`src/rtl/alu_multicycle.sv`:
```
// alu_multicycle: handshaked WIDTH-bit ALU with registered result and flags.
// Single-cycle ADD/SUB/AND/OR/XOR/SHL/SHR; iterative MUL (shift-add) and
// DIV (restoring) are built only when the macro ULA_MULDIV_EN is defined.
// Without ULA_MULDIV_EN, MUL/DIV codes behave as undefined ops and the
// EXEC state is never entered.
module alu_multicycle #(
    parameter int WIDTH = 8
) (
    input  logic             clk,
    input  logic             rst_n,
    input  logic             start,
    input  logic [3:0]       op,
    input  logic [WIDTH-1:0] val_a,
    input  logic [WIDTH-1:0] val_b,
    output logic [WIDTH-1:0] result,
    output logic [WIDTH-1:0] result_hi,
    output logic             busy,
    output logic             done,
    output logic             zero_flag,
    output logic             carry_flag,
    output logic             negative_flag,
    output logic             div_zero_flag
);

    localparam int SH_W = $clog2(WIDTH);

    localparam logic [3:0] OP_ADD = 4'b0000;
    localparam logic [3:0] OP_SUB = 4'b0001;
    localparam logic [3:0] OP_AND = 4'b0010;
    localparam logic [3:0] OP_OR  = 4'b0011;
    localparam logic [3:0] OP_XOR = 4'b0100;
    localparam logic [3:0] OP_SHL = 4'b0101;
    localparam logic [3:0] OP_SHR = 4'b0110;
`ifdef ULA_MULDIV_EN
    localparam logic [3:0] OP_MUL = 4'b0111;
    localparam logic [3:0] OP_DIV = 4'b1000;
    localparam int CNT_W = $clog2(WIDTH + 1);
`endif

    typedef enum logic [1:0] {
        S_IDLE   = 2'd0,
        S_EXEC   = 2'd1,
        S_FINISH = 2'd2
    } state_t;

    state_t state_reg;
    state_t state_next;

    logic             accept;
    logic             start_iter;

    logic [WIDTH-1:0] result_reg;
    logic [WIDTH-1:0] result_hi_reg;
    logic             zero_reg;
    logic             carry_reg;
    logic             negative_reg;

    logic [WIDTH-1:0] sc_result;
    logic             sc_carry;
    logic             sc_negative;
    logic [WIDTH:0]   sc_wide;
    logic [WIDTH:0]   shr_wide;
    logic [SH_W-1:0]  sh_amt;

    assign accept = (state_reg == S_IDLE) && start;
    assign sh_amt = val_b[SH_W-1:0];

`ifdef ULA_MULDIV_EN
    logic [WIDTH-1:0] acc_hi_reg;
    logic [WIDTH-1:0] acc_lo_reg;
    logic [WIDTH-1:0] opb_reg;
    logic [CNT_W-1:0] cnt_reg;
    logic             op_div_reg;
    logic             div_zero_reg;
    logic             last_step;

    logic [WIDTH:0]   mul_sum;
    logic [WIDTH:0]   div_shift;
    logic [WIDTH-1:0] div_diff;
    logic             div_fits;
    logic [WIDTH-1:0] step_hi;
    logic [WIDTH-1:0] step_lo;

    assign start_iter    = (op == OP_MUL) || (op == OP_DIV);
    assign last_step     = (state_reg == S_EXEC) && (cnt_reg == CNT_W'(1));
    assign div_zero_flag = div_zero_reg;
`else
    assign start_iter    = 1'b0;
    assign div_zero_flag = 1'b0;
`endif

    assign result        = result_reg;
    assign result_hi     = result_hi_reg;
    assign zero_flag     = zero_reg;
    assign carry_flag    = carry_reg;
    assign negative_flag = negative_reg;

    // State register
    always_ff @(posedge clk or negedge rst_n) begin
        if (!rst_n) begin
            state_reg <= S_IDLE;
        end else begin
            state_reg <= state_next;
        end
    end

    // Next-state logic: starts are only honoured in IDLE
    always_comb begin
        state_next = state_reg;
        case (state_reg)
            S_IDLE: begin
                if (start) begin
                    state_next = start_iter ? S_EXEC : S_FINISH;
                end
            end
            S_EXEC: begin
`ifdef ULA_MULDIV_EN
                if (last_step) begin
                    state_next = S_FINISH;
                end
`else
                state_next = S_IDLE;
`endif
            end
            S_FINISH: state_next = S_IDLE;
            default:  state_next = S_IDLE;
        endcase
    end

    // Handshake outputs decoded from the state register
    always_comb begin
        busy = (state_reg != S_IDLE);
        done = (state_reg == S_FINISH);
    end

    // Single-cycle operation results straight from the request inputs
    always_comb begin
        sc_result   = '0;
        sc_carry    = 1'b0;
        sc_negative = 1'b0;
        sc_wide     = '0;
        shr_wide    = '0;
        case (op)
            OP_ADD: begin
                sc_wide   = {1'b0, val_a} + {1'b0, val_b};
                sc_result = sc_wide[WIDTH-1:0];
                sc_carry  = sc_wide[WIDTH];
            end
            OP_SUB: begin
                sc_wide     = {1'b0, val_a} - {1'b0, val_b};
                sc_result   = sc_wide[WIDTH-1:0];
                sc_carry    = sc_wide[WIDTH];
                sc_negative = (val_b > val_a);
            end
            OP_AND: sc_result = val_a & val_b;
            OP_OR:  sc_result = val_a | val_b;
            OP_XOR: sc_result = val_a ^ val_b;
            OP_SHL: begin
                // The extra top bit catches the last bit shifted out
                sc_wide   = {1'b0, val_a} << sh_amt;
                sc_result = sc_wide[WIDTH-1:0];
                sc_carry  = sc_wide[WIDTH];
            end
            OP_SHR: begin
                // The extra bottom bit catches the last bit shifted out
                shr_wide  = {val_a, 1'b0} >> sh_amt;
                sc_result = shr_wide[WIDTH:1];
                sc_carry  = shr_wide[0];
            end
            default: ;
        endcase
    end

`ifdef ULA_MULDIV_EN
    // One shift-add (MUL) or restoring-subtract (DIV) step from the accumulators
    always_comb begin
        mul_sum   = {1'b0, acc_hi_reg} + (acc_lo_reg[0] ? {1'b0, opb_reg} : '0);
        div_shift = {acc_hi_reg, acc_lo_reg[WIDTH-1]};
        div_fits  = (div_shift >= {1'b0, opb_reg});
        div_diff  = div_shift[WIDTH-1:0] - opb_reg;
        if (op_div_reg) begin
            step_hi = div_fits ? div_diff : div_shift[WIDTH-1:0];
            step_lo = {acc_lo_reg[WIDTH-2:0], div_fits};
        end else begin
            step_hi = mul_sum[WIDTH:1];
            step_lo = {mul_sum[0], acc_lo_reg[WIDTH-1:1]};
        end
    end

    // Iteration accumulators and counter; a divisor of zero naturally yields
    // an all-ones quotient with the dividend left as remainder
    always_ff @(posedge clk or negedge rst_n) begin
        if (!rst_n) begin
            acc_hi_reg <= '0;
            acc_lo_reg <= '0;
            opb_reg    <= '0;
            cnt_reg    <= '0;
            op_div_reg <= 1'b0;
        end else if (accept && start_iter) begin
            acc_hi_reg <= '0;
            acc_lo_reg <= val_a;
            opb_reg    <= val_b;
            cnt_reg    <= CNT_W'(WIDTH);
            op_div_reg <= (op == OP_DIV);
        end else if (state_reg == S_EXEC) begin
            acc_hi_reg <= step_hi;
            acc_lo_reg <= step_lo;
            cnt_reg    <= cnt_reg - CNT_W'(1);
        end
    end
`endif

    // Result and flag registers: written only on the edge that enters FINISH
    always_ff @(posedge clk or negedge rst_n) begin
        if (!rst_n) begin
            result_reg    <= '0;
            result_hi_reg <= '0;
            zero_reg      <= 1'b1;
            carry_reg     <= 1'b0;
            negative_reg  <= 1'b0;
`ifdef ULA_MULDIV_EN
            div_zero_reg  <= 1'b0;
`endif
        end else if (accept && !start_iter) begin
            result_reg    <= sc_result;
            result_hi_reg <= '0;
            zero_reg      <= (sc_result == '0);
            carry_reg     <= sc_carry;
            negative_reg  <= sc_negative;
`ifdef ULA_MULDIV_EN
            div_zero_reg  <= 1'b0;
        end else if (last_step) begin
            result_reg    <= step_lo;
            result_hi_reg <= step_hi;
            zero_reg      <= (step_lo == '0);
            carry_reg     <= op_div_reg ? 1'b0 : (step_hi != '0);
            negative_reg  <= 1'b0;
            div_zero_reg  <= op_div_reg && (opb_reg == '0);
`endif
        end
    end

endmodule
```
`config.mk`:
```
export PLATFORM = sky130hd
export DESIGN_NAME = alu_multicycle
export DESIGN_NICKNAME = d
export VERILOG_FILES = /design/src/rtl/alu_multicycle.sv
export SDC_FILE = /design/constraint.sdc
export NUM_CORES = 1
export LEC_CHECK = 0
export CAP_MARGIN = 20
export CORE_UTILIZATION = 53
export DETAILED_ROUTE_END_ITERATION = 16
export PLACE_DENSITY = 0.87
export RECOVER_POWER = 50
export SYNTH_ARGS = -nofsm -noshare
export SYNTH_HDL_FRONTEND = slang
export SYNTH_SLANG_ARGS = --single-unit
```
`constraint.sdc`:
```
create_clock -name clk -period 2.1 [get_ports clk]
set_input_delay 0.525 -clock clk [delete_from_list [all_inputs] [get_ports clk]]
set_output_delay 0.525 -clock clk [all_outputs]
set_load 0.005 [all_outputs]
```
==> results.txt, run 1 <==
----------------------------------------------------
[Run status]
  Result of the run ... aborted with a tool error
  Last step reached ... 5_1_grt
  First error line in the log ... [ERROR GRT-0232] Routing congestion too high. Check the congestion heatmap in the GUI.

[Global routing]
  Pin count of the biggest net entering global routing ... 22
  Global route overflow ... 5
  Total GRT Usage ... 71.2%

[Clock tree]
  Number of levels in the clock H-tree ... 1
  Number of buffers inserted during clock tree synthesis ... 3
  Sink Count ... 12
  Buffer levels on the longest clock path ... 2
  Cell at the root of the clock tree ... sky130_fd_sc_hd__clkbuf_8

[Synthesis]
  Synth Cell Area ... 2200 um^2
  Main flop type after synthesis ... sky130_fd_sc_hd__dfrtp_1
  Post-Syn Area per Cell ... 8.29 um^2
  Cell with the most instances after synthesis ... sky130_fd_sc_hd__nand2_1
  Gate count after technology mapping ... 266
  Number of synthesized register bits ... 12
  Number of flops mapped to enable cells by yosys ... 0
  Largest cells by area after synthesis ... sky130_fd_sc_hd__ha_1 (14%), sky130_fd_sc_hd__dfrtp_1 (12%), sky130_fd_sc_hd__mux4_2 (8.2%)
  Biggest area consumer among synthesized cells ... sky130_fd_sc_hd__ha_1
  Most common library cells after synthesis ... sky130_fd_sc_hd__nand2_1 (27), sky130_fd_sc_hd__ha_1 (25), sky130_fd_sc_hd__inv_1 (24), sky130_fd_sc_hd__o21ai_0 (23), sky130_fd_sc_hd__nor2_1 (19)
  Fraction of post-synthesis cell area in the top cell type by area ... 14.2%
  Count of different cell masters after synthesis ... 64
  Synthesis Warnings ... 0
  Fraction of the yosys area taken by sequential cells ... 13.7%
  Asr flop ratio synth ... 100%

[Floorplan]
  Standard-cell rows ... 23
  Width of the die ... 66.5 um
  Number of top-level pins ... 45
  Initial Utilization ... 55.1%
  Vertical die dimension ... 66.5 um

[Placement]
  Placer congestion estimate ... 1.08
  Estimated wirelength of the detail-placed design ... 5.78 mm
  IO buf count ... 35
  Post-placement setup slack ... -1.20 ns

[Timing]
  Endpoint with the least setup slack after the last repair ... zero_flag$_DFFE_PN1P_/D
  Classification of the worst endpoint ... register input

----------------------------------------------------
[through the flow]
stage	std cells	instance area, um^2
after CTS	432	3590
after detailed placement	415	3140
after global placement	415	3140
after floorplan	274	2300
[routing by layer]
| layer | global-route usage, % | GRT overflow |
|---|---|---|
| met1 | 71.6 | 0 |
| met2 | 90.6 | 3 |
| met3 | 50.9 | 0 |
| met4 | 72.3 | 2 |
| met5 | 12.5 | 0 |
[cell families after synthesis]
group	synth area share, %
other cells	0.170
compound gates	25.9
simple gates	19.2
mux	11.0
xor+xnor	1.99
fa+ha+maj	16.0
buf+inv	12.1
flops	13.7
[what timing repair did]
action / 4_1_cts
buffers inserted: 16
hold buffers: 0
pin swaps: 30
gates cloned: 0
gates resized for setup: 129
endpoints found under the hold margin: 0
setup endpoints to repair: 11
==> run 2, diff against run 1 <==
CORE_UTILIZATION = 40   (was 53)
PLACE_DENSITY = unset   (was 0.87)
PLACE_DENSITY_LB_ADDON = 0.15   (was unset)
==> results.txt, run 2 <==
----------------------------------------------------
[Run status]
  Result of the run ... complete, but fails checks (was aborted with a tool error)
  Violated checks ... setup timing

[Floorplan]
  Standard-cell rows ... 26 (was 23)
  Core Area ... 5200 um^2
  Vertical die dimension ... 76.2 um (was 66.5 um)
  Initial Utilization ... 42.4% (was 55.1%)
  Number of top-level pins ... 45 (unchanged)
  Width of the die ... 76.2 um (was 66.5 um)
  Area of the die ... 5810 um^2

[Timing]
  Worst-case hold slack ... 0.481 ns
  Tightest Pin Transition ... 0.522 ns
  Relative slew slack ... 65.2%
  Fin crit share ... 131%
  Setup violators final ... 9
  Max-slew violation count ... 0
  Worst setup slack after layout ... -0.641 ns
  Final Hold Fails ... 0
  Peak clock frequency supported by timing ... 365 MHz
  Worst setup skew after layout ... 0.000352 ns
  Time the worst path needs with I/O delays and setup ... 2.74 ns
  RSZ-0062 raised after global routing ... yes

[Pwr]
  Clock share of power ... 16.6%
  Static leakage ... 1.82 nW
  Share of power burned in combinational logic ... 64.2%
  VDD IR-drop max ... 0.269 mV
  Power share of the sequential group ... 19.2%
  Internal power ... 0.940 mW
  Sw Share ... 36.4%
  P_sw ... 0.537 mW
  Power Density ... 369 nW/um^2

[Setup path]
  Startpoint-to-endpoint class of the critical path ... in -> reg
  End of the worst register-to-register path ... zero_flag$_DFFE_PN1P_
  Critical Path Fanout Max ... 3
  Count of cells along the worst register-to-register path ... 7
  Kind of start point of the critical path ... input port
  Arrival time at the worst endpoint ... 2.87 ns
  Required time of the worst setup path ... 2.23 ns
  Register-to-register path setup slack ... 0.45 ns
  CP endpoint kind ... flip-flop
  Start of the worst register-to-register path ... state_reg[1]$_DFFE_PN0P_

[Clock tree]
  Post-CTS clock slew at the launch and capture registers of the worst setup and hold paths ... 0.05 ns
  Cell at the root of the clock tree ... sky130_fd_sc_hd__clkbuf_8 (unchanged)
  Clock tree from TritonCTS ... done
  Buffer levels on the longest clock path ... 2 (unchanged)
  Number of levels in the clock H-tree ... 1 (unchanged)
  Sink Count ... 12 (unchanged)
  Number of buffers inserted during clock tree synthesis ... 3 (unchanged)
  Clock latency of the later-clocked register in the worst-skew pair ... 0.24 ns

[Synthesis]
  Synthesis Warnings ... 0 (unchanged)
  Most common library cells after synthesis ... sky130_fd_sc_hd__nand2_1 (27), sky130_fd_sc_hd__ha_1 (25), sky130_fd_sc_hd__inv_1 (24), sky130_fd_sc_hd__o21ai_0 (23), sky130_fd_sc_hd__nor2_1 (19) (unchanged)
  Main flop type after synthesis ... sky130_fd_sc_hd__dfrtp_1 (unchanged)
  Fraction of post-synthesis cell area in the top cell type by area ... 14.2% (unchanged)
  Post-Syn Area per Cell ... 8.29 um^2 (unchanged)
  Fraction of the yosys area taken by sequential cells ... 13.7% (unchanged)
  Largest cells by area after synthesis ... sky130_fd_sc_hd__ha_1 (14%), sky130_fd_sc_hd__dfrtp_1 (12%), sky130_fd_sc_hd__mux4_2 (8.2%) (unchanged)
  Synth Cell Area ... 2200 um^2 (unchanged)
  Number of synthesized register bits ... 12 (unchanged)
  Biggest area consumer among synthesized cells ... sky130_fd_sc_hd__ha_1 (unchanged)
  Asr flop ratio synth ... 100% (unchanged)
  Count of different cell masters after synthesis ... 64 (unchanged)
  Gate count after technology mapping ... 266 (unchanged)
  Cell with the most instances after synthesis ... sky130_fd_sc_hd__nand2_1 (unchanged)
  Number of flops mapped to enable cells by yosys ... 0 (unchanged)

[Final layout]
  Sequential cell area in the final layout ... 302 um^2
  Fraction of the core area covered by cells at the end of the flow ... 77.0%
  Number of non-filler instances in the completed layout ... 484
  Antenna Diode Count ... 0
  Commonest cells after routing, fill and taps aside ... sky130_fd_sc_hd__buf_4 (103), sky130_fd_sc_hd__nand2_1 (25), sky130_fd_sc_hd__buf_6 (20), sky130_fd_sc_hd__clkdlybuf4s50_1 (16), sky130_fd_sc_hd__nor2_1 (15)
  Number of fillers in the final layout ... 370
  Relative area change from synthesis to final layout ... 81.7%
  Most frequent standard cell in the layout excluding fill and tap cells ... sky130_fd_sc_hd__buf_4
  Fin nets ... 465
  Multi-input combinational cell area ... 2110 um^2
  Share of final-layout standard cells stronger than drive strength 1 ... 57.7%
  Number of flip-flops under the largest register name ... 8

[Detailed routing]
  DR vias ... 2759
  Remaining DRCs ... 0
  Final ANT Viol Nets ... 0
  Drt first pass iters ... 5
  Initial drt markers ... 261
  Routed wire length per instance ... 18.4 um
  Sum of routed wire length over all layers ... 8.91 mm
  Via/cell ratio ... 5.70

[Worst hold path]
  Worst Hold Class ... reg -> reg
  Worst-case hold path end point ... result[2]$_DFFE_PN0P_
  Origin of the worst min-delay path ... result[2]$_DFFE_PN0P_
  Worst hold path depth ... 2

[Placement]
  Estimated wirelength of the detail-placed design ... 5.91 mm (was 5.78 mm)
  IO buf count ... 35 (unchanged)
  Placed cell count ... 446 (was 415)
  Placer congestion estimate ... 0.936 (was 1.08)

[Global routing]
  Pin count of the biggest net entering global routing ... 16
  First-pass GRT wire length ... 13.0 mm
  Number of antenna violations at the first check in global routing ... 0
  Via count of the first global-routing pass ... 2646
  Global route overflow ... 0
  Total GRT Usage ... 28.5%

[Run]
  Max-capacitance violation count ... 0

----------------------------------------------------
run 2: cell counts after synthesis:
Identical to the previous run, type by type.
run 2: logic make-up (layout without fill, tap and decap cells):
logic type,Yosys count,count (layout),synth area share (%)
compound gates,80,80,25.9
xor+xnor,5,5,1.99
fa+ha+maj,27,27,16.0
buf+inv,49,189,12.1
flops,12,12,13.7
mux,14,14,11.0
other cells,1,9,0.170
simple gates,78,78,19.2
run 2: power groups by stage:
| stage | Combinational, mW | Clock [mW] | Sequential, mW |
|---|---|---|---|
| global route | 1.00 | 0.259 | 0.289 |
| detailed placement | 0.700 | 0 | 0.288 |
| finish | 0.949 | 0.245 | 0.284 |
| floorplan | 0.360 | 0 | 0.289 |
| CTS | 0.813 | 0.250 | 0.284 |
| global placement | 0.691 | 0 | 0.286 |
run 2: per-stage QoR:
step,setup slack (ns),total power [mW],setup TNS (ns),instance area (um^2)
after floorplan,-0.519,0.649,-1.55,2300
after global placement,-1.07,0.976,-8.95,3240
after detailed placement,-1.19,0.988,-9.60,3240
after CTS,-0.518,1.35,-1.74,3730
after global routing,-0.630,1.55,-2.81,4010
final,-0.641,1.48,-2.52,4010
run 2: cell type report:
class / instances / share of cell area [%]
Multi-Input combinational cell: 213 / 52.7
Timing Repair Buffer: 160 / 33.7
Sequential cell: 12 / 7.53
Inverter: 25 / 2.59
Clock buffer: 4 / 1.37
Tap cell: 70 / 2.19
run 2: worst max-delay path by stage:
stage                     startpoint                     to  slack, ns  cells past startpoint
final                       val_a[0]  zero_flag$_DFFE_PN1P_      -0.64                     12
after global routing        val_a[0]  zero_flag$_DFFE_PN1P_      -0.63                     12
after CTS                   val_a[0]  zero_flag$_DFFE_PN1P_      -0.52                     12
after detailed placement    val_a[0]  zero_flag$_DFFE_PN1P_      -1.19                     12
after global placement      val_b[0]  zero_flag$_DFFE_PN1P_      -1.07                     11
after floorplan             val_b[1]  zero_flag$_DFFE_PN1P_      -0.52                     11
run 2: what timing repair did:
action	CTS	global route
gates resized for setup	110	60
pin swaps	36	42
hold buffers	0	0
gates cloned	0	0
buffers inserted	24	18
setup endpoints to repair	11	11
run 2: routing by layer:
| metal | up-vias | share of wire, % | global-route usage, % |
|---|---|---|---|
| met5 | - | 0 | 0 |
| met4 | 0 | 4.1 | 12.1 |
| met3 | 43 | 8.0 | 3.35 |
| met2 | 188 | 50 | 50.3 |
| met1 | 1270 | 38 | 34.7 |
| li1 | 1258 | - | - |
run 2: critical path: stages:
cell	delay, ns
sky130_fd_sc_hd__buf_8	0.09
sky130_fd_sc_hd__buf_6	0.10
sky130_fd_sc_hd__ha_4	0.13
sky130_fd_sc_hd__inv_2	0.04
sky130_fd_sc_hd__fa_2	0.36
sky130_fd_sc_hd__mux2i_2	0.25
sky130_fd_sc_hd__xor2_1	0.13
sky130_fd_sc_hd__a222oi_1	0.32
sky130_fd_sc_hd__o211ai_1	0.19
sky130_fd_sc_hd__a211oi_2	0.22
sky130_fd_sc_hd__nand3_1	0.14
sky130_fd_sc_hd__o41ai_2	0.38
(Power assumes the default switching activity.)
